`config.mk`:
```
export PLATFORM = sky130hd
export DESIGN_NAME = mem_access_unit_flat
export DESIGN_NICKNAME = d
export VERILOG_FILES = /design/src/rtl/mem_access_unit_if.sv /design/src/rtl/mem_access_unit.sv /design/src/flat_wrapper.sv
export SDC_FILE = /design/constraint.sdc
export NUM_CORES = 1
export LEC_CHECK = 0
export CELL_PAD_IN_SITES_DETAIL_PLACEMENT = 0
export CELL_PAD_IN_SITES_GLOBAL_PLACEMENT = 2
export CORE_MARGIN = 3
export CORE_UTILIZATION = 27
export CTS_CLUSTER_SIZE = 28
export DETAILED_ROUTE_END_ITERATION = 6
export GPL_TIMING_DRIVEN = 0
export PLACE_DENSITY = 0.87
export SYNTH_ARGS = -nofsm -noshare
export SYNTH_HDL_FRONTEND = slang
export SYNTH_SLANG_ARGS = --single-unit
```
`constraint.sdc`:
```
create_clock -name clock -period 2.2 [get_ports clock]
set_input_delay 0.55 -clock clock [delete_from_list [all_inputs] [get_ports clock]]
set_output_delay 0.55 -clock clock [all_outputs]
set_load 0.1 [all_outputs]
```
`src/rtl/mem_access_unit_if.sv`:
```
// CPU request/response and data-memory signals of mem_access_unit, bundled as one interface.
// slave is the unit's view; master is the CPU/memory side.
interface mem_access_unit_if;
    localparam int unsigned ADDR_W = 8;
    localparam int unsigned DATA_W = 16;

    logic              req_valid;
    logic              req_ready;
    logic              req_we;
    logic              req_byte;
    logic              req_bsel;
    logic [ADDR_W-1:0] req_addr;
    logic [DATA_W-1:0] req_wdata;
    logic              rsp_valid;
    logic              rsp_ready;
    logic [DATA_W-1:0] rsp_data;
    logic              d_we;
    logic [ADDR_W-1:0] d_addr;
    logic [DATA_W-1:0] d_datain;
    logic [DATA_W-1:0] d_dataout;

    modport slave (
        input  req_valid, req_we, req_byte, req_bsel, req_addr, req_wdata,
        input  rsp_ready, d_dataout,
        output req_ready, rsp_valid, rsp_data, d_we, d_addr, d_datain
    );

    modport master (
        output req_valid, req_we, req_byte, req_bsel, req_addr, req_wdata,
        output rsp_ready, d_dataout,
        input  req_ready, rsp_valid, rsp_data, d_we, d_addr, d_datain
    );
endinterface

```
`src/rtl/mem_access_unit.sv`:
```
// Single-outstanding CPU load/store unit in front of a synchronous-read data memory.
// Optional byte access with read-modify-write merge: define MEM_ACCESS_UNIT_BYTE_EN.
module mem_access_unit (
    input  logic             clock,
    input  logic             reset_n,
    mem_access_unit_if.slave bus
);
    localparam int unsigned ADDR_W = 8;
    localparam int unsigned DATA_W = 16;
    localparam int unsigned BYTE_W = 8;

    typedef enum logic [2:0] {
        IDLE = 3'd0,
        RD   = 3'd1,
        CAP  = 3'd2,
        WR   = 3'd3,
        RSP  = 3'd4
    } state_t;

    state_t            r_state;
    state_t            w_state_nxt;

    logic              r_we;
    logic [ADDR_W-1:0] r_addr;
    logic [DATA_W-1:0] r_wdata;
    logic              w_we_nxt;
    logic [ADDR_W-1:0] w_addr_nxt;
    logic [DATA_W-1:0] w_wdata_nxt;

    logic              r_req_ready;
    logic              r_rsp_valid;
    logic [DATA_W-1:0] r_rsp_data;
    logic              r_d_we;
    logic [ADDR_W-1:0] r_d_addr;
    logic [DATA_W-1:0] r_d_datain;
    logic              w_req_ready_nxt;
    logic              w_rsp_valid_nxt;
    logic [DATA_W-1:0] w_rsp_data_nxt;
    logic              w_d_we_nxt;
    logic [ADDR_W-1:0] w_d_addr_nxt;
    logic [DATA_W-1:0] w_d_datain_nxt;

`ifdef MEM_ACCESS_UNIT_BYTE_EN
    logic              r_byte;
    logic              r_bsel;
    logic              w_byte_nxt;
    logic              w_bsel_nxt;
    logic [DATA_W-1:0] w_merged;
    logic [DATA_W-1:0] w_lane_load;

    // Store byte goes into the selected lane; the other lane keeps what memory returned.
    assign w_merged    = r_bsel ? {r_wdata[BYTE_W-1:0], bus.d_dataout[BYTE_W-1:0]}
                                : {bus.d_dataout[DATA_W-1:BYTE_W], r_wdata[BYTE_W-1:0]};
    assign w_lane_load = r_bsel ? {BYTE_W'(0), bus.d_dataout[DATA_W-1:BYTE_W]}
                                : {BYTE_W'(0), bus.d_dataout[BYTE_W-1:0]};
`else
    logic w_unused_byte;
    assign w_unused_byte = &{1'b0, bus.req_byte, bus.req_bsel};
`endif

    // Next state, request latches and next values of every registered output.
    always_comb begin
        w_state_nxt = r_state;
        w_we_nxt    = r_we;
        w_addr_nxt  = r_addr;
        w_wdata_nxt = r_wdata;
        w_rsp_data_nxt = r_rsp_data;
`ifdef MEM_ACCESS_UNIT_BYTE_EN
        w_byte_nxt  = r_byte;
        w_bsel_nxt  = r_bsel;
`endif
        case (r_state)
            IDLE: begin
                w_rsp_data_nxt = '0;
                if (bus.req_valid && r_req_ready) begin
                    w_we_nxt    = bus.req_we;
                    w_addr_nxt  = bus.req_addr;
                    w_wdata_nxt = bus.req_wdata;
`ifdef MEM_ACCESS_UNIT_BYTE_EN
                    w_byte_nxt  = bus.req_byte;
                    w_bsel_nxt  = bus.req_bsel;
                    w_state_nxt = (bus.req_we && !bus.req_byte) ? WR : RD;
`else
                    w_state_nxt = bus.req_we ? WR : RD;
`endif
                end
            end
            RD: w_state_nxt = CAP;
            CAP: begin
`ifdef MEM_ACCESS_UNIT_BYTE_EN
                if (r_we) begin
                    w_wdata_nxt = w_merged;
                    w_state_nxt = WR;
                end else begin
                    w_rsp_data_nxt = r_byte ? w_lane_load : bus.d_dataout;
                    w_state_nxt    = RSP;
                end
`else
                w_rsp_data_nxt = bus.d_dataout;
                w_state_nxt    = RSP;
`endif
            end
            WR: begin
                w_rsp_data_nxt = '0;
                w_state_nxt    = RSP;
            end
            RSP: begin
                if (bus.rsp_ready) begin
                    w_rsp_data_nxt = '0;
                    w_state_nxt    = IDLE;
                end
            end
            default: w_state_nxt = IDLE;
        endcase

        w_req_ready_nxt = (w_state_nxt == IDLE);
        w_rsp_valid_nxt = (w_state_nxt == RSP);
        w_d_we_nxt      = (w_state_nxt == WR);
        w_d_addr_nxt    = ((w_state_nxt == RD) || (w_state_nxt == CAP) || (w_state_nxt == WR))
                          ? w_addr_nxt : '0;
        w_d_datain_nxt  = (w_state_nxt == WR) ? w_wdata_nxt : '0;
    end

    // State, request latches and registered outputs.
    always_ff @(posedge clock or negedge reset_n) begin
        if (!reset_n) begin
            r_state     <= IDLE;
            r_we        <= 1'b0;
            r_addr      <= '0;
            r_wdata     <= '0;
            r_req_ready <= 1'b0;
            r_rsp_valid <= 1'b0;
            r_rsp_data  <= '0;
            r_d_we      <= 1'b0;
            r_d_addr    <= '0;
            r_d_datain  <= '0;
`ifdef MEM_ACCESS_UNIT_BYTE_EN
            r_byte      <= 1'b0;
            r_bsel      <= 1'b0;
`endif
        end else begin
            r_state     <= w_state_nxt;
            r_we        <= w_we_nxt;
            r_addr      <= w_addr_nxt;
            r_wdata     <= w_wdata_nxt;
            r_req_ready <= w_req_ready_nxt;
            r_rsp_valid <= w_rsp_valid_nxt;
            r_rsp_data  <= w_rsp_data_nxt;
            r_d_we      <= w_d_we_nxt;
            r_d_addr    <= w_d_addr_nxt;
            r_d_datain  <= w_d_datain_nxt;
`ifdef MEM_ACCESS_UNIT_BYTE_EN
            r_byte      <= w_byte_nxt;
            r_bsel      <= w_bsel_nxt;
`endif
        end
    end

    assign bus.req_ready = r_req_ready;
    assign bus.rsp_valid = r_rsp_valid;
    assign bus.rsp_data  = r_rsp_data;
    assign bus.d_we      = r_d_we;
    assign bus.d_addr    = r_d_addr;
    assign bus.d_datain  = r_d_datain;
endmodule

```
`src/flat_wrapper.sv`:
```
// flat-port wrapper written by rule: the top's interface ports become plain ports
module mem_access_unit_flat 
  (clock, reset_n, bus_req_valid, bus_req_we, bus_req_byte, bus_req_bsel, bus_req_addr, bus_req_wdata, bus_rsp_ready, bus_d_dataout, bus_req_ready, bus_rsp_valid, bus_rsp_data, bus_d_we, bus_d_addr, bus_d_datain);
  mem_access_unit_if bus_i ();
  input  logic clock;
  input  logic reset_n;
  input wire logic [$bits(bus_i.req_valid)-1:0] bus_req_valid;
  input wire logic [$bits(bus_i.req_we)-1:0] bus_req_we;
  input wire logic [$bits(bus_i.req_byte)-1:0] bus_req_byte;
  input wire logic [$bits(bus_i.req_bsel)-1:0] bus_req_bsel;
  input wire logic [$bits(bus_i.req_addr)-1:0] bus_req_addr;
  input wire logic [$bits(bus_i.req_wdata)-1:0] bus_req_wdata;
  input wire logic [$bits(bus_i.rsp_ready)-1:0] bus_rsp_ready;
  input wire logic [$bits(bus_i.d_dataout)-1:0] bus_d_dataout;
  output wire logic [$bits(bus_i.req_ready)-1:0] bus_req_ready;
  output wire logic [$bits(bus_i.rsp_valid)-1:0] bus_rsp_valid;
  output wire logic [$bits(bus_i.rsp_data)-1:0] bus_rsp_data;
  output wire logic [$bits(bus_i.d_we)-1:0] bus_d_we;
  output wire logic [$bits(bus_i.d_addr)-1:0] bus_d_addr;
  output wire logic [$bits(bus_i.d_datain)-1:0] bus_d_datain;
  assign bus_i.req_valid = bus_req_valid;
  assign bus_i.req_we = bus_req_we;
  assign bus_i.req_byte = bus_req_byte;
  assign bus_i.req_bsel = bus_req_bsel;
  assign bus_i.req_addr = bus_req_addr;
  assign bus_i.req_wdata = bus_req_wdata;
  assign bus_i.rsp_ready = bus_rsp_ready;
  assign bus_i.d_dataout = bus_d_dataout;
  assign bus_req_ready = bus_i.req_ready;
  assign bus_rsp_valid = bus_i.rsp_valid;
  assign bus_rsp_data = bus_i.rsp_data;
  assign bus_d_we = bus_i.d_we;
  assign bus_d_addr = bus_i.d_addr;
  assign bus_d_datain = bus_i.d_datain;
  mem_access_unit u_core (.clock(clock), .reset_n(reset_n), .bus(bus_i));
endmodule
```
==> results of run 1 <==
cell usage after synthesis, drive strengths merged:
master | instances | area (um^2)
dfrtp | 54 | 1350
nand2 | 17 | 63.8
and3 | 16 | 100
inv | 16 | 60.1
mux2i | 16 | 160
nor2 | 11 | 41.3
mux2 | 10 | 113
a22oi | 8 | 60.1
clkbuf | 6 | 23.8
buf | 4 | 28.8
a21oi | 2 | 21.3
nor2b | 2 | 12.5
a31oi | 1 | 6.26
and2 | 1 | 6.26
and3b | 1 | 8.76
nand2b | 1 | 6.26
nor3 | 1 | 5.00
nor4 | 1 | 21.3
or2 | 1 | 6.26
sequential cells by signal, indices dropped and copies added (netlist names):
register and flops:
u_core.bus.d_datain 16, u_core.bus.rsp_data 16, u_core.bus.d_addr 8, u_core.r_addr 8, u_core.r_state 3, u_core.bus.d_we 1, u_core.bus.req_ready 1, u_core.bus.rsp_valid 1
routing by layer:
layer	vias to the layer above	share of wire	global-route usage	wire (um)
met5	-	0	0	0
met4	0	0.0050	0.0253	24
met3	2	0.073	0.0361	350
met2	55	0.45	0.166	2140
met1	727	0.47	0.145	2270
li1	742	-	-	-
placed cells by master (no fill, tap or decap):
| master | count |
|---|---|
| dfrtp_1 | 54 |
| clkdlybuf4s50_1 | 43 |
| dlygate4sd2_1 | 42 |
| nand2_1 | 17 |
| and3_1 | 16 |
| inv_1 | 16 |
| mux2i_1 | 16 |
| nor2_1 | 11 |
| a22oi_1 | 8 |
| clkbuf_1 | 6 |
| mux2_2 | 5 |
| mux2_1 | 5 |
| clkbuf_8 | 5 |
| buf_2 | 3 |
| nor2b_1 | 2 |
| nor3_1 | 1 |
| or2_2 | 1 |
| a31oi_1 | 1 |
| nor4_4 | 1 |
| and2_1 | 1 |
| and3b_1 | 1 |
| buf_4 | 1 |
| a21oi_1 | 1 |
| clkbuf_2 | 1 |
| nand2b_1 | 1 |
| a21oi_4 | 1 |
| buf_6 | 1 |
| bufinv_16 | 1 |
| clkinvlp_4 | 1 |
| buf_12 | 1 |
| clkdlybuf4s15_1 | 1 |
path summary, 6_finish.rpt:
path                                                   to  slack (ns)  depth (start not counted)
setup / recovery                            bus_req_ready        0.06                          1
hold reg to reg                u_core.r_addr[1]$_DFF_PN0_        0.50                          1
max in group asynchronous      u_core.r_addr[5]$_DFF_PN0_        1.47                          2
setup reg to reg               u_core.r_addr[5]$_DFF_PN0_        0.59                          3
hold / removal             u_core.bus.d_addr[4]$_DFF_PN0_        0.18                          1
min in group clock             u_core.r_addr[1]$_DFF_PN0_        0.50                          1
power by group:
part	internal (mW)	switching [mW]
Sequential	1.29	0.165
Combinational	0.640	2.10
Clock	0.340	0.329
logic make-up after synthesis:
family / count (synthesis)
AO/OA/AOI/OAI: 11
buffers and inverters: 26
flip-flops: 54
multiplexers: 26
AND/OR/NAND/NOR: 52
worst register-to-register path: stages (launching register included):
cell,delay (ns)
dfrtp_1,0.47
nor4_4,0.39
buf_2,0.28
mux2_2,0.36
final cells by class:
class                           instances  area, um^2
Clock inverter                          2        37.5
Timing Repair Buffer                   88         833
Inverter                               16        60.1
Sequential cell                        54        1350
Fill cell                             731        4250
Multi-Input combinational cell         89         632
Tap cell                               99         124
Clock buffer                            6        72.6
Buffer                                 10        52.6
repair_timing:
action                                  CTS  global route
resized for setup                        43             1
buffers inserted                          0             0
endpoints found under the setup margin   43             1
pin swaps                                 0             0
hold buffers                              0             0
through the flow:
| stage | setup TNS [ns] | instances | utilization |
|---|---|---|---|
| after floorplan | 0 | 169 | - |
| after global placement | -63.01 | 355 | 0.417 |
| after detailed placement | 0 | 356 | 0.419 |
| after CTS | 0 | 364 | 0.427 |
| after global routing | 0 | 364 | 0.427 |
| final | 0 | 364 | 0.427 |
==> results.json, run 1 <==
{
  "hold_viol": 0,
  "num_vias": 1526,
  "netlist_area_um2": 2100,
  "globalRouteOverflowTotal": 0,
  "grt_max_degree": 37,
  "crit_slowest_cell": "clkdlybuf4s15_1",
  "worst_path_largest_cell_delay_ns": 0.87,
  "clock_latency_ns": 0.30,
  "avgViaCountPerCell": 4.19,
  "ys_seq_elements": 54,
  "grt_pass1_vias": 1537,
  "yosys.area_share.adder": 0,
  "dieArea_um2": 8850,
  "area_delta_synth_final_pct": 50.9,
  "startpoint": "u_core.bus.req_ready$_DFF_PN0_",
  "drt_iter0_drc": 45,
  "cp.required_ns": 1.65,
  "setup.worst_path.start_class": "flip-flop",
  "cts_htree_levels": 2,
  "worstHoldPathType": "in -> async",
  "design.core.area_um2": 7410,
  "antennaDiodeCount": 0,
  "worst_hold_slack_ns": 0.183,
  "setup_violations": 0,
  "final_nets": 311,
  "finClkSkew_ns": 0.00831,
  "post-route-drc-count": 0,
  "setup_ws_ns": 0.0606,
  "path_max_fanout": 5,
  "max_slew.worst_pin.slew_ns": 0.993,
  "synth.avg_cell_area_um2": 12.4,
  "max_freq_ghz": 0.467,
  "ant_nets": 0,
  "antenna_found_initial": 0,
  "arrival_ns": 1.59,
  "grt_pass1_wl_um": 7510,
  "slew_headroom": 0.341,
  "synth_compound_area_frac": 0.0418,
  "dieHeight_um": 94.1,
  "die_x_um": 94.1,
  "drv_slew": 0,
  "routedWlPerCell_um": 13.1,
  "globalplace.congestion": 0.725,
  "place_area_um2": 3110,
  "yosysSeqAreaShare": 0.645,
  "period_minus_slack_ns": 2.14,
  "synthCells": 169,
  "power_leakage_nw": 1.69,
  "cts_max_path_buffers": 2,
  "synth_cell_types": 24,
  "cts_buffers": 5,
  "p_total_mw": 4.87,
  "tritoncts": "yes",
  "dp_hpwl_um": 3400,
  "max-vdd-ir-drop_v": 0.000658,
  "start_util": 0.283,
  "path_buf_inv": 1,
  "pre_cts_ws_ns": 0.00569,
  "drive_gt1_frac": 0.0830,
  "num_rows": 31,
  "end_kind": "output port",
  "crit-reg2reg-launch": "u_core.r_state[0]$_DFF_PN0_",
  "gr-usage-all-layers": 0.107,
  "yosysWarnings": 0,
  "p_per_area_nw_per_um2": 1540,
  "outcome": "finished, final reports clean",
  "crit_chain": "clkdlybuf4s15_1",
  "design_area_um2": 3160,
  "min_period_over_period": 0.972,
  "cts.sinks": 54,
  "worstSetupPathType": "reg -> out",
  "cap_viol_max_count": 0,
  "synth-simple-area-share": 0.130,
  "synth.mux.area_fraction": 0.130,
  "syn_nets": 216,
  "synth-xor-area-share": 0,
  "drt_pass1_iterations": 2,
  "path_delay_family": "buffers and inverters",
  "ios": 90,
  "rsz0062_at_grt": "false",
  "cts-root-buf": "clkbuf_8",
  "drt-total-wl_um": 4780,
  "synth_top_family_by_area": "multiplexers",
  "path_clk_slew_ns": 0.10,
  "port-buffer-count": 87
}
(Power assumes the default switching activity.)
==> run 2: changes to the inputs <==
--- a/config.mk
+++ b/config.mk
@@ -5,14 +5,15 @@
 export SDC_FILE = /design/constraint.sdc
 export NUM_CORES = 1
 export LEC_CHECK = 0
+export ABC_AREA = 1
 export CELL_PAD_IN_SITES_DETAIL_PLACEMENT = 0
 export CELL_PAD_IN_SITES_GLOBAL_PLACEMENT = 2
 export CORE_MARGIN = 3
-export CORE_UTILIZATION = 27
+export CORE_UTILIZATION = 29
 export CTS_CLUSTER_SIZE = 28
 export DETAILED_ROUTE_END_ITERATION = 6
 export GPL_TIMING_DRIVEN = 0
-export PLACE_DENSITY = 0.87
+export PLACE_DENSITY = 0.89
 export SYNTH_ARGS = -nofsm -noshare
 export SYNTH_HDL_FRONTEND = slang
 export SYNTH_SLANG_ARGS = --single-unit
==> run 2 against run 1 <==
Global-route usage rose by 2.9 points. First-iteration DRC count rose to 3.0 times the previous value. Critical path depth did not move. Non-clock buffer count rose by 7. Synthesized cell count rose by 120%. Via count rose by 72%. Area after synthesis rose by 50%. Final area rose by 36%.
==> results.json, run 2 <==
{
  "outcome": "finished, final reports clean",
  "final_cells": 610,
  "post-route-drc-count": 0,
  "path_buf_inv": 1,
  "globalRouteOverflowTotal": 0,
  "ios": 90,
  "drive_gt1_frac": 0.116,
  "r2r_cells": 7,
  "start_util": 0.301,
  "drt-total-wl_um": 7610,
  "cts_htree_levels": 3,
  "crit_slowest_cell": "dlygate4sd2_1",
  "final_nets": 517,
  "path_clk_slew_ns": 0.07,
  "dieHeight_um": 110,
  "finClkSkew_ns": 0.0101,
  "num_vias": 2626,
  "design.core.area_um2": 10400,
  "cts.sinks": 70,
  "min_period_over_period": 0.958,
  "yosysTopAreaCell": "dfrtp_1",
  "synthTopCellsByArea": "dfrtp_1 56%, nand2_1 19%, nand3_1 6.5%, inv_1 3.6%, a21oi_2 2.5%",
  "synth_cell_types": 17,
  "r2r_slack_ns": 0.82,
  "avgViaCountPerCell": 4.30,
  "crit_chain": "dlygate4sd2_1",
  "period_minus_slack_ns": 2.11,
  "max_slew.worst_pin.slew_ns": 0.991,
  "register_area_um2": 1750,
  "dp.cells": 595,
  "synth-edff-count": 0,
  "gr-usage-all-layers": 0.136,
  "path_max_fanout": 2,
  "synth_common_cells": "162 x nand2_1, 70 x dfrtp_1, 41 x nand3_1",
  "synthCells": 372,
  "worstSetupPathType": "reg -> out",
  "routedWlPerCell_um": 12.5,
  "yosysSeqAreaShare": 0.559,
  "hold_buffers": 0,
  "ys_seq_elements": 70,
  "synth_top_area_share": 0.559,
  "port-buffer-count": 86,
  "worst_path_largest_cell_delay_ns": 0.86,
  "cp.required_ns": 1.65,
  "globalplace.congestion": 0.767,
  "utilization": 0.413,
  "netlist_area_um2": 3140,
  "setup.worst_path.start_class": "flip-flop",
  "drt_iter0_drc": 134,
  "grt_pass1_vias": 2622,
  "final_cell_mix": "162 x nand2_1, 70 x dfrtp_1, 43 x dlygate4sd2_1, 42 x clkdlybuf4s50_1, 41 x nand3_1",
  "area_delta_synth_final_pct": 37.3,
  "final_common_cell": "nand2_1",
  "multi_input_area_um2": 1130,
  "yosysMostFrequentCell": "nand2_1",
  "synthArstFlopShare": 1.00,
  "cts_max_path_buffers": 2,
  "max_freq_ghz": 0.474,
  "reg2reg_to": "u_core.bus.d_addr[5]$_DFF_PN0_",
  "cts_buffers": 9,
  "rsz0062_at_grt": "false",
  "die_x_um": 110,
  "cts-root-buf": "clkbuf_8",
  "dp_hpwl_um": 5300,
  "num_rows": 37,
  "n_fill_cell": 1091,
  "end_kind": "output port",
  "synth_flop_cell": "dfrtp_1",
  "clock_latency_ns": 0.33,
  "yosysWarnings": 0,
  "postCtsSetupBuffers": 0,
  "crit-reg2reg-launch": "u_core.bus.req_ready$_DFF_PN0_",
  "antennaDiodeCount": 0,
  "syn_nets": 419,
  "setup_violations": 0,
  "synth.avg_cell_area_um2": 8.43,
  "hold_viol": 0,
  "drv_slew": 0,
  "arrival_ns": 1.56,
  "path_delay_family": "buffers and inverters",
  "ant_nets": 0,
  "grt_max_degree": 45,
  "drt_pass1_iterations": 4,
  "antenna_found_initial": 0,
  "grt_pass1_wl_um": 12700,
  "dieArea_um2": 12100,
  "cap_viol_max_count": 0,
  "slew_headroom": 0.342,
  "tritoncts": "yes",
  "worstHoldPathType": "in -> async"
}
[run 2: changes by cell type after synthesis, sizes merged, moves of 14 or more]
cell,delta
nand2,+155
buf,+14
dfrtp,+16
nand3,+42
and3,-16
mux2i,-16
a21oi,+14
inv,+15
[run 2: cell type report]
cell class                      instances  share of cell area
Buffer                                 18              0.0302
Clock buffer                           14              0.0378
Clock inverter                          1             0.00116
Inverter                               31              0.0276
Multi-Input combinational cell        253               0.264
Sequential cell                        70               0.407
Tap cell                              136              0.0395
Timing Repair Buffer                   87               0.193
[run 2: how the worst max path moves through the flow]
stage,slack [ns],end,from,cells after the start
after floorplan,0.34,u_core.bus.d_addr[5]$_DFF_PN0_,u_core.bus.req_ready$_DFF_PN0_,9
after global placement,-1.96,u_core.bus.rsp_data[1]$_DFFE_PN0P_,reset_n,1
after detailed placement,0.16,bus_rsp_data[2],u_core.bus.rsp_data[2]$_DFFE_PN0P_,1
after CTS,0.06,bus_rsp_data[2],u_core.bus.rsp_data[2]$_DFFE_PN0P_,1
after global routing,0.02,bus_rsp_data[10],u_core.bus.rsp_data[10]$_DFFE_PN0P_,1
final,0.09,bus_rsp_data[2],u_core.bus.rsp_data[2]$_DFFE_PN0P_,1
[run 2: kinds of logic (layout without fill, tap and decap cells)]
group                  after synthesis  in the layout  synth area share
AOI/OAI and AO/OA                   19             19            0.0455
buffers and inverters               49            151            0.0794
DFF                                 70             70             0.559
and+or+nand+nor                    234            234             0.316
[run 2: routing by layer]
layer,vias up,share of wire,track usage
met5,-,0,0
met4,0,0.0011,0.0445
met3,2,0.086,0.0466
met2,95,0.45,0.212
met1,1186,0.46,0.178
li1,1343,-,-
[run 2: worst reg2reg max path, cell delays in order, from the launching register on]
cell     delay (ns)
dfrtp_1        0.34
buf_2          0.21
nand2_2        0.16
nor2_1         0.12
nand2_1        0.07
nand2_1        0.28
nand2_1        0.10
inv_1          0.06
[run 2: per-stage QoR]
step	hold slack (ns)	setup TNS (ns)	instance area, um^2	worst slack (ns)
CTS	0.123	0	4310	0.0598
global route	0.137	0	4310	0.0210
finish	0.131	0	4310	0.0915
detailed placement	0.459	0	4190	0.161
floorplan	0.254	0	3140	0.341
global placement	0.459	-137.09	4170	-1.96
[run 2: timing repair]
action,in CTS,in global routing
resized for setup,43,0
endpoints found under the hold margin,0,0
setup endpoints to repair,43,0
Power of run 2 is left out: the tool's default activity adds up to more than one toggle a clock period on the data nets, which glitch-free logic cannot reach.
